===== src/rtl/prbs7_checker_pkg.sv =====
// prbs7_checker_pkg: shared state encodings and PRBS7 constants
// x^7+x^6+1 taps and the seed length used by the checker and its LFSR
package prbs7_checker_pkg;

    typedef enum logic [1:0] {
        ST_SEED   = 2'b00,
        ST_VERIFY = 2'b01,
        ST_LOCKED = 2'b10
    } state_t;

    localparam int LFSR_W   = 7;
    localparam int TAP_HI   = 6;
    localparam int TAP_LO   = 5;
    localparam int SEED_LEN = 7;

endpackage


===== src/rtl/prbs7_lfsr.sv =====
// prbs7_lfsr: 7-bit PRBS7 register with load and advance controls
// Loads the incoming bit while seeding, otherwise tracks its own prediction
module prbs7_lfsr
    import prbs7_checker_pkg::*;
(
    input  logic Clock,
    input  logic Resetn,
    input  logic i_load,
    input  logic i_adv,
    input  logic i_bit,
    output logic o_exp,
    output logic o_seed_zero
);

    logic [LFSR_W-1:0] r_q;

    // shift in D while seeding, or the predicted bit while tracking
    always_ff @(posedge Clock) begin
        if (!Resetn) begin
            r_q <= '0;
        end else if (i_load) begin
            r_q <= {r_q[LFSR_W-2:0], i_bit};
        end else if (i_adv) begin
            r_q <= {r_q[LFSR_W-2:0], o_exp};
        end
    end

    assign o_exp       = r_q[TAP_HI] ^ r_q[TAP_LO];
    assign o_seed_zero = ({r_q[LFSR_W-2:0], i_bit} == '0);

endmodule


===== config.mk =====
export PLATFORM = sky130hd
export DESIGN_NAME = prbs7_lfsr
export DESIGN_NICKNAME = d
export VERILOG_FILES = /design/src/rtl/prbs7_checker_pkg.sv /design/src/rtl/prbs7_lfsr.sv
export SDC_FILE = /design/constraint.sdc
export NUM_CORES = 1
export LEC_CHECK = 0
export BUFFER_PORTS_ARGS = -buffer_cell sky130_fd_sc_hd__buf_2
export CORE_AREA = 2 2 39 41
export DETAILED_ROUTE_END_ITERATION = 12
export DIE_AREA = 0 0 41 43
export SYNTH_ARGS = -nofsm -noshare
export SYNTH_HDL_FRONTEND = slang
export SYNTH_SLANG_ARGS = --single-unit

===== constraint.sdc =====
create_clock -name Clock -period 1.4 [get_ports Clock]
set_input_delay 0.28 -clock Clock [delete_from_list [all_inputs] [get_ports Clock]]
set_output_delay 0.28 -clock Clock [all_outputs]
set_load 0.1 [all_outputs]

Yosys cells after proc, flatten, opt, wreduce, memory -nomap -nowiden
Index checks and enable logic that the tools add are counted.
{"block": "word_totals", "elab_cells": 6, "inputBits": 5, "register_bits": 7}
{"block": "classes", "n_mux": 2, "reduce_logical": 2, "n_bitwise": 1}
{"op": "$mux W7", "count": 2}
{"op": "$logic_not A7 Y1", "count": 1}
{"op": "$reduce_bool A2 Y1", "count": 1}
{"op": "$xor A1 B1 Y1", "count": 1}

Longest topological paths before layout
Gate-level depths: netlist of the first run.
{"block": "depth", "word_depth": 3, "mapped_depth": 3}

Worst setup path before layout of the first run
Ideal clock, no wire load.
{"block": "synth_path", "path_type": "reg-to-output", "startpoint": "register r_q[5]", "endpoint": "output o_seed_zero", "t_arrival_ps": 2457, "stages_incl_launch_ff": 3, "path_buffers": 0, "slack_ps": -1337, "path_cell_list": "dfxtp_1 or4_4 nor4_2"}
{"block": "synth_between", "elab_chain_len": 1}
{"item": "start, declared", "line": "prbs7_lfsr.sv:15", "text": "logic [LFSR_W-1:0] r_q;"}
{"item": "start signal, assigned", "line": "prbs7_lfsr.sv:22", "text": "r_q <= {r_q[LFSR_W-2:0], i_bit};"}
{"item": "start signal, assigned", "line": "prbs7_lfsr.sv:24", "text": "r_q <= {r_q[LFSR_W-2:0], o_exp};"}
{"item": "$logic_not A7 Y1", "line": "prbs7_lfsr.sv:29", "text": "assign o_seed_zero = ({r_q[LFSR_W-2:0], i_bit} == '0);"}
{"item": "end, declared", "line": "prbs7_lfsr.sv:12", "text": "output logic o_seed_zero"}
No other way between the ends.

Worst setup path in the final report of the first run
{"block": "layout_path", "startpoint": "register r_q[4]", "endpoint": "output o_seed_zero"}
Same word-level chain as after synthesis.

==> reports/summary.log, run 1 <==
[status] run status finished with violations
[status] failing checks negative setup slack
[layout] sequential standard cell area 141 µm²
[logic_synthesis] post-synthesis async set-or-reset flop share 0%
[place] number of buffers added on ports 6
[setup_path] CP Capture Point o_seed_zero
[place] Detailed Place HPWL 496 µm
[logic_synthesis] register bit count reported by yosys 7
[sta] final hold slack 0.367 ns
[sta] worst clock skew 0.00670 ns
[setup_path] endpoint of the worst register-to-register path r_q[0]
[route] DRC violation count after routing 0
[sta] unrepaired setup endpoints after global routing yes
[sta] Setup TNS Final -0.401 ns
[setup_path] series of cell instances along the critical path or4_4 > nor4_4 > buf_12
[global_route] vias in the first global route 273
[place] final weighted congestion of routability-driven global placement 0.644
[sta] fmax 0.555 GHz
[setup_path] R2R Path Start r_q[5]
[logic_synthesis] cell types with the largest area share after synthesis sky130_fd_sc_hd__dfxtp_1, sky130_fd_sc_hd__or3b_1, sky130_fd_sc_hd__a21oi_1, sky130_fd_sc_hd__o21ai_0, sky130_fd_sc_hd__or3b_2
[power] VDD IR-drop max 0.450 mV
[layout] Largest Register r_q
[logic_synthesis] number of warnings reported in the yosys synthesis log 0
[route] first-iteration detailed-routing DRC count 7
[floorplanning] count of standard-cell rows 14
[logic_synthesis] dominant synthesized flop cell sky130_fd_sc_hd__dfxtp_1
[global_route] overall track demand over capacity in global routing 10.5%
[global_route] GRT overflow 0
[sta] Slew @ Worst Pin 0.260 ns
[layout] number of nets in the final layout 52
[setup_path] timing startpoint of the critical path r_q[4]
[logic_synthesis] part of the Yosys area used for sequential elements 42.1%
[setup_path] critical-path maximum fanout 2
[sta] Final Hold Fails 0
[hold_path] class of the worst hold path in2reg
[floorplanning] core region area 1380 µm²
[layout] antenna fix cells 0
[sta] PnR worst setup slack -0.401 ns
[setup_path] required time at the endpoint of the critical path 1.12 ns
[layout] final cell count without fillers 62
[clock_network] CTS clk-pin slew, worst paths 0.05 ns
[setup_path] kind of critical path reg2out
[clock_network] hold_buf cts 0
[setup_path] arrival time of the worst setup path 1.52 ns
[sta] Max-Slew Margin vs Limit 82.5%
[logic_synthesis] most frequent cell after synthesis sky130_fd_sc_hd__dfxtp_1
[setup_path] cell depth of the worst flop-to-flop path 4
[floorplanning] DIE WIDTH 41 µm
[setup_path] highest-delay cell along the critical path sky130_fd_sc_hd__or4_4
[layout] combined area of the multi-input logic cells 206 µm²
[global_route] initial antenna violation count 0
[logic_synthesis] syn nets 40
[route] total wire length 739 µm
[sta] Pins Over Slew Limit 0
[logic_synthesis] Yosys top cell area share 42.1%
[place] number of placed instances, taps included 57
[setup_path] endpoint type of the worst setup path output pin
[floorplanning] Ports 7
[logic_synthesis] Post-synth EDFFs 0
[clock_network] root buffer cell sky130_fd_sc_hd__clkbuf_4
[clock_network] TritonCTS Sinks 7
[setup_path] flop2flop setup slack 0.31 ns
[layout] fraction of layout instances using a drive strength above 1 39.1%
[clock_network] H-tree Lvls 1
[sta] setup violators final 1
[logic_synthesis] commonest cells in the synthesized netlist sky130_fd_sc_hd__dfxtp_1, sky130_fd_sc_hd__a21oi_1, sky130_fd_sc_hd__o21ai_0
[layout] registers with the highest flip-flop counts r_q (7)
[logic_synthesis] cell area after synthesis 333 µm²
[floorplanning] height of the chip 43 µm
[logic_synthesis] dominant cell type by area after synthesis sky130_fd_sc_hd__dfxtp_1
[layout] area growth from synthesis to layout 45.5%
[floorplanning] Total Die Area 1760 µm²
[route] detailed-router iteration count before antenna repair 4
[logic_synthesis] mean post-synth cell area 9.51 µm²
[clock_network] clock buffers created by TritonCTS 3
[layout] final instance area 484 µm²
[run] number of max-cap violations 0
[route] Antenna Nets Post-Route 0
[power] leak pwr 0.000191 µW
[logic_synthesis] number of distinct library cell variants in the gate-level netlist after synthesis 15
[setup_path] Worst path max stage delay 0.54 ns
[clock_network] CTS tree done
[hold_path] cell depth of the worst hold path 3
[global_route] largest net degree at the start of global routing 16
[clock_network] Clock Tree Buf Depth 2
[place] placed standard-cell area 434 µm²
[sta] Final min period 1.80 ns
[layout] number of filler cells placed in the layout 152
[clock_network] clock latency on the worst-skew pair 0.26 ns
[global_route] wire length of the first global-routing pass 1.15 mm
[floorplanning] initial cell density of the core 24.1%
[logic_synthesis] cell count after synthesis 35
[layout] max reg flops 7
[route] WL/cell 11.9 µm
[route] total via count after detailed routing 307
[route] Vias/cell 4.95
[power] PwrDens 952 nW/µm²
[setup_path] kind of launch point of the worst setup path register
[sta] final worst path period share 129%
-- critical path: cells and delay by family, from the launching register on --
kind	cells	cell delay, ns
simple gates	2	0.74
flops	1	0.31
buf+inv	1	0.21
-- area by class of cell --
cell class	instances	area share (%)
Multi-Input combinational cell	25	42.6
Sequential cell	7	29.2
Timing Repair Buffer	9	17.8
Clock buffer	4	5.43
Tap cell	16	4.13
Inverter	1	0.775
-- placed cells by master (no fill, tap or decap), drive strengths merged --
cell type,n
xor2,1
or3b,6
and3b,1
a211o,1
clkbuf,4
o21ai,6
or4,1
nor4,1
buf,9
and3,1
a21oi,6
inv,1
dfxtp,7
nor4bb,1
-- layer usage --
metal	global-route usage (%)	share of wire [%]
met5	0	0
met4	8.00	3.7
met3	7.85	6.0
met2	14.4	47
met1	10.0	43
-- kinds of logic after synthesis --
group	count (synthesis)	synth area share, %
compound gates	13	20.7
xor+xnor	1	2.63
buf+inv	3	4.13
flops	7	42.1
simple gates	11	30.5
-- repair_timing --
action                                  4_1_cts  5_1_grt
endpoints found under the setup margin        2        2
setup buffers                                 0        1
hold endpoints to repair                      0        0
resized for setup                             3        0
-- where the power goes --
part	leakage, µW	internal, µW	switching [µW]	total [µW]
registers	0.0000572	203	3.33	206
logic	0.000118	25.5	41.3	66.8
clock network	0.0000150	109	78.6	188
total	0.000191	338	123	461
-- worst min-delay path by stage --
| stage | start | endpoint | slack (ns) |
|---|---|---|---|
| after floorplan | i_load | r_q[4] | 0.46 |
| after global placement | r_q[0] | r_q[1] | 0.49 |
| after detailed placement | r_q[0] | r_q[1] | 0.50 |
| after CTS | i_bit | r_q[0] | 0.35 |
| after global routing | i_bit | r_q[0] | 0.37 |
| final | i_bit | r_q[0] | 0.37 |
-- per-stage QoR --
step / worst slack (ns) / utilization, % / power [µW]
after floorplan: -0.715 / - / 252
after global placement: -0.114 / 31.4 / 276
after detailed placement: -0.127 / 31.4 / 277
after CTS: -0.419 / 34.4 / 472
after global routing: -0.444 / 35.0 / 486
final: -0.401 / 35.0 / 461
(Power assumes the default switching activity.)
==> inputs of run 2 (changes only) <==
- GPL_TIMING_DRIVEN: default -> 0
- REMOVE_ABC_BUFFERS: default -> 1
==> run 2 against run 1 <==
The flow still finishes with violations (negative setup slack). Maximum frequency is 2.1% lower. Utilization decreased by 4.5 points. Sequential cell count did not move. Cell count down 4.8%. Die area is the same. Via count is 4.9% lower. Global-route usage grew 0.069 points. Hold slack improved by 0.0023 ns. Largest cell class unchanged.
==> reports/summary.log, run 2 (synthesized netlist as in run 1, its figures left out) <==
[clock_network] root buffer cell sky130_fd_sc_hd__clkbuf_4
[route] total via count after detailed routing 292 [-4.9%]
[setup_path] kind of launch point of the worst setup path register
[floorplanning] count of standard-cell rows 14 [unchanged]
[route] WL/cell 12.5 µm [+4.7%]
[clock_network] clock buffers created by TritonCTS 3 [unchanged]
[setup_path] endpoint type of the worst setup path output pin
[floorplanning] Ports 7 [unchanged]
[setup_path] series of cell instances along the critical path or4_4 > nor4_4 > buf_6
[layout] number of nets in the final layout 49 [-5.8%]
[power] PwrDens 1080 nW/µm² [+13%]
[floorplanning] height of the chip 43 µm [unchanged]
[clock_network] TritonCTS Sinks 7 [unchanged]
[global_route] GRT overflow 0 [unchanged]
[sta] PnR worst setup slack -0.439 ns [-0.0380 ns]
[setup_path] kind of critical path reg2out
[global_route] wire length of the first global-routing pass 1.20 mm [+4.8%]
[clock_network] CTS tree done
[place] DP Worst Slack -0.311 ns [-0.183 ns]
[run] number of max-cap violations 0 [unchanged]
[hold_path] class of the worst hold path in2reg
[setup_path] arrival time of the worst setup path 1.56 ns [+0.04 ns]
[sta] Final Hold Fails 0 [unchanged]
[power] PnR Total Power 455 µW [-1.3%]
[floorplanning] Total Die Area 1760 µm² [unchanged]
[setup_path] highest-delay cell along the critical path sky130_fd_sc_hd__or4_4
[sta] setup violators final 1 [unchanged]
[setup_path] Worst path max stage delay 0.53 ns [about the same]
[place] number of buffers added on ports 6 [unchanged]
[layout] area growth from synthesis to layout 26.7%
[clock_network] clock latency on the worst-skew pair 0.25 ns [about the same]
[layout] registers with the highest flip-flop counts r_q (7)
[sta] fmax 0.544 GHz [-2.1%]
[status] failing checks negative setup slack
[route] Vias/cell 4.95 [about the same]
[sta] final hold slack 0.369 ns [+0.00233 ns]
[sta] Max-Slew Margin vs Limit 83.9% [+1.4 points]
[layout] Largest Register r_q
[power] leak pwr 0.000167 µW [-13%]
[power] VDD IR-drop max 0.270 mV [-40%]
[global_route] overall track demand over capacity in global routing 10.5% [+0.069 points]
[clock_network] H-tree Lvls 1 [unchanged]
[route] first-iteration detailed-routing DRC count 3 [-4]
[global_route] largest net degree at the start of global routing 16 [unchanged]
[floorplanning] core region area 1380 µm² [unchanged]
[sta] unrepaired setup endpoints after global routing yes
[place] Detailed Place HPWL 469 µm [-5.5%]
[global_route] initial antenna violation count 0 [unchanged]
[route] DRC violation count after routing 0 [unchanged]
[floorplanning] DIE WIDTH 41 µm [unchanged]
[floorplanning] initial cell density of the core 24.1% [unchanged]
[sta] Slew @ Worst Pin 0.238 ns [-0.0220 ns]
[sta] worst clock skew 0.000909 ns [-0.00579 ns]
[setup_path] critical-path maximum fanout 4 [+2]
[clock_network] hold_buf cts 0 [unchanged]
[route] Antenna Nets Post-Route 0 [unchanged]
[sta] final worst path period share 131% [+2.7 points]
[clock_network] CTS clk-pin slew, worst paths 0.05 ns [about the same]
[sta] Pins Over Slew Limit 0 [unchanged]
[status] run status finished with violations
[sta] Final min period 1.84 ns [+0.0380 ns]
[layout] fraction of layout instances using a drive strength above 1 32.6% [-6.6 points]
[route] total wire length 736 µm [-0.41%]
[clock_network] Clock Tree Buf Depth 2 [unchanged]
[global_route] vias in the first global route 290 [+6.2%]
[route] detailed-router iteration count before antenna repair 4 [unchanged]
[layout] max reg flops 7 [unchanged]
[layout] antenna fix cells 0 [unchanged]
[setup_path] required time at the endpoint of the critical path 1.12 ns [about the same]
[place] final weighted congestion of routability-driven global placement 0.635 [-1.3%]
[layout] top library cells by usage in the layout, fill and taps aside sky130_fd_sc_hd__o21ai_0, sky130_fd_sc_hd__a21oi_1, sky130_fd_sc_hd__dfxtp_1, sky130_fd_sc_hd__or3b_1, sky130_fd_sc_hd__buf_2
[run 2: cell count changes in the layout (fill, tap and decap cells not counted), sizes merged]
cell	previous run	this run
buf	9	6
[run 2: layer usage]
layer	global-route usage [%]	vias up	wire [µm]
li1	-	147	-
met1	12.2	138	322
met2	15.3	7	394
met3	1.57	0	18
met4	10.0	0	0
met5	0	-	0
[run 2: repair_timing]
action,in CTS,in global routing
gates resized for setup,6,0
setup buffers,0,0
setup endpoints to repair,2,2
pin swaps,1,0
endpoints found under the hold margin,0,0
[run 2: power breakdown]
group | internal [µW] | switching, µW
logic | 20.2 | 41.3
clock network | 109 | 78.3
registers | 203 | 3.38
total | 332 | 123
[run 2: worst max-delay path, delay by kind of cell (launching register included)]
| kind | cells | cell delay, ns |
|---|---|---|
| buf+inv | 1 | 0.27 |
| flops | 1 | 0.33 |
| simple gates | 2 | 0.71 |
[run 2: cell type report]
cell class                 instances  area (µm²)
fill                             161         962
multi-input combinational         25         188
sequential                         7         141
timing repair buffer               6        42.5
clock buffer                       4        26.3
tap                               16        20.0
inverter                           1        3.75
[run 2: worst paths after layout]
kind,from,endpoint,slack [ns],cells after the start
min,i_bit,r_q[0],0.37,3
min reg2reg,r_q[4],r_q[5],0.50,2
max,r_q[5],o_seed_zero,-0.44,3
max reg2reg,r_q[3],r_q[3],0.36,2
[run 2: per-stage QoR]
stage	cells	util [%]	setup TNS [ns]	area (µm²)
finish	59	30.5	-0.439	422
global route	59	30.5	-0.536	422
CTS	59	30.5	-0.420	422
detailed placement	55	26.9	-0.311	373
global placement	55	26.9	-0.308	373
floorplan	33	-	-2.76	323
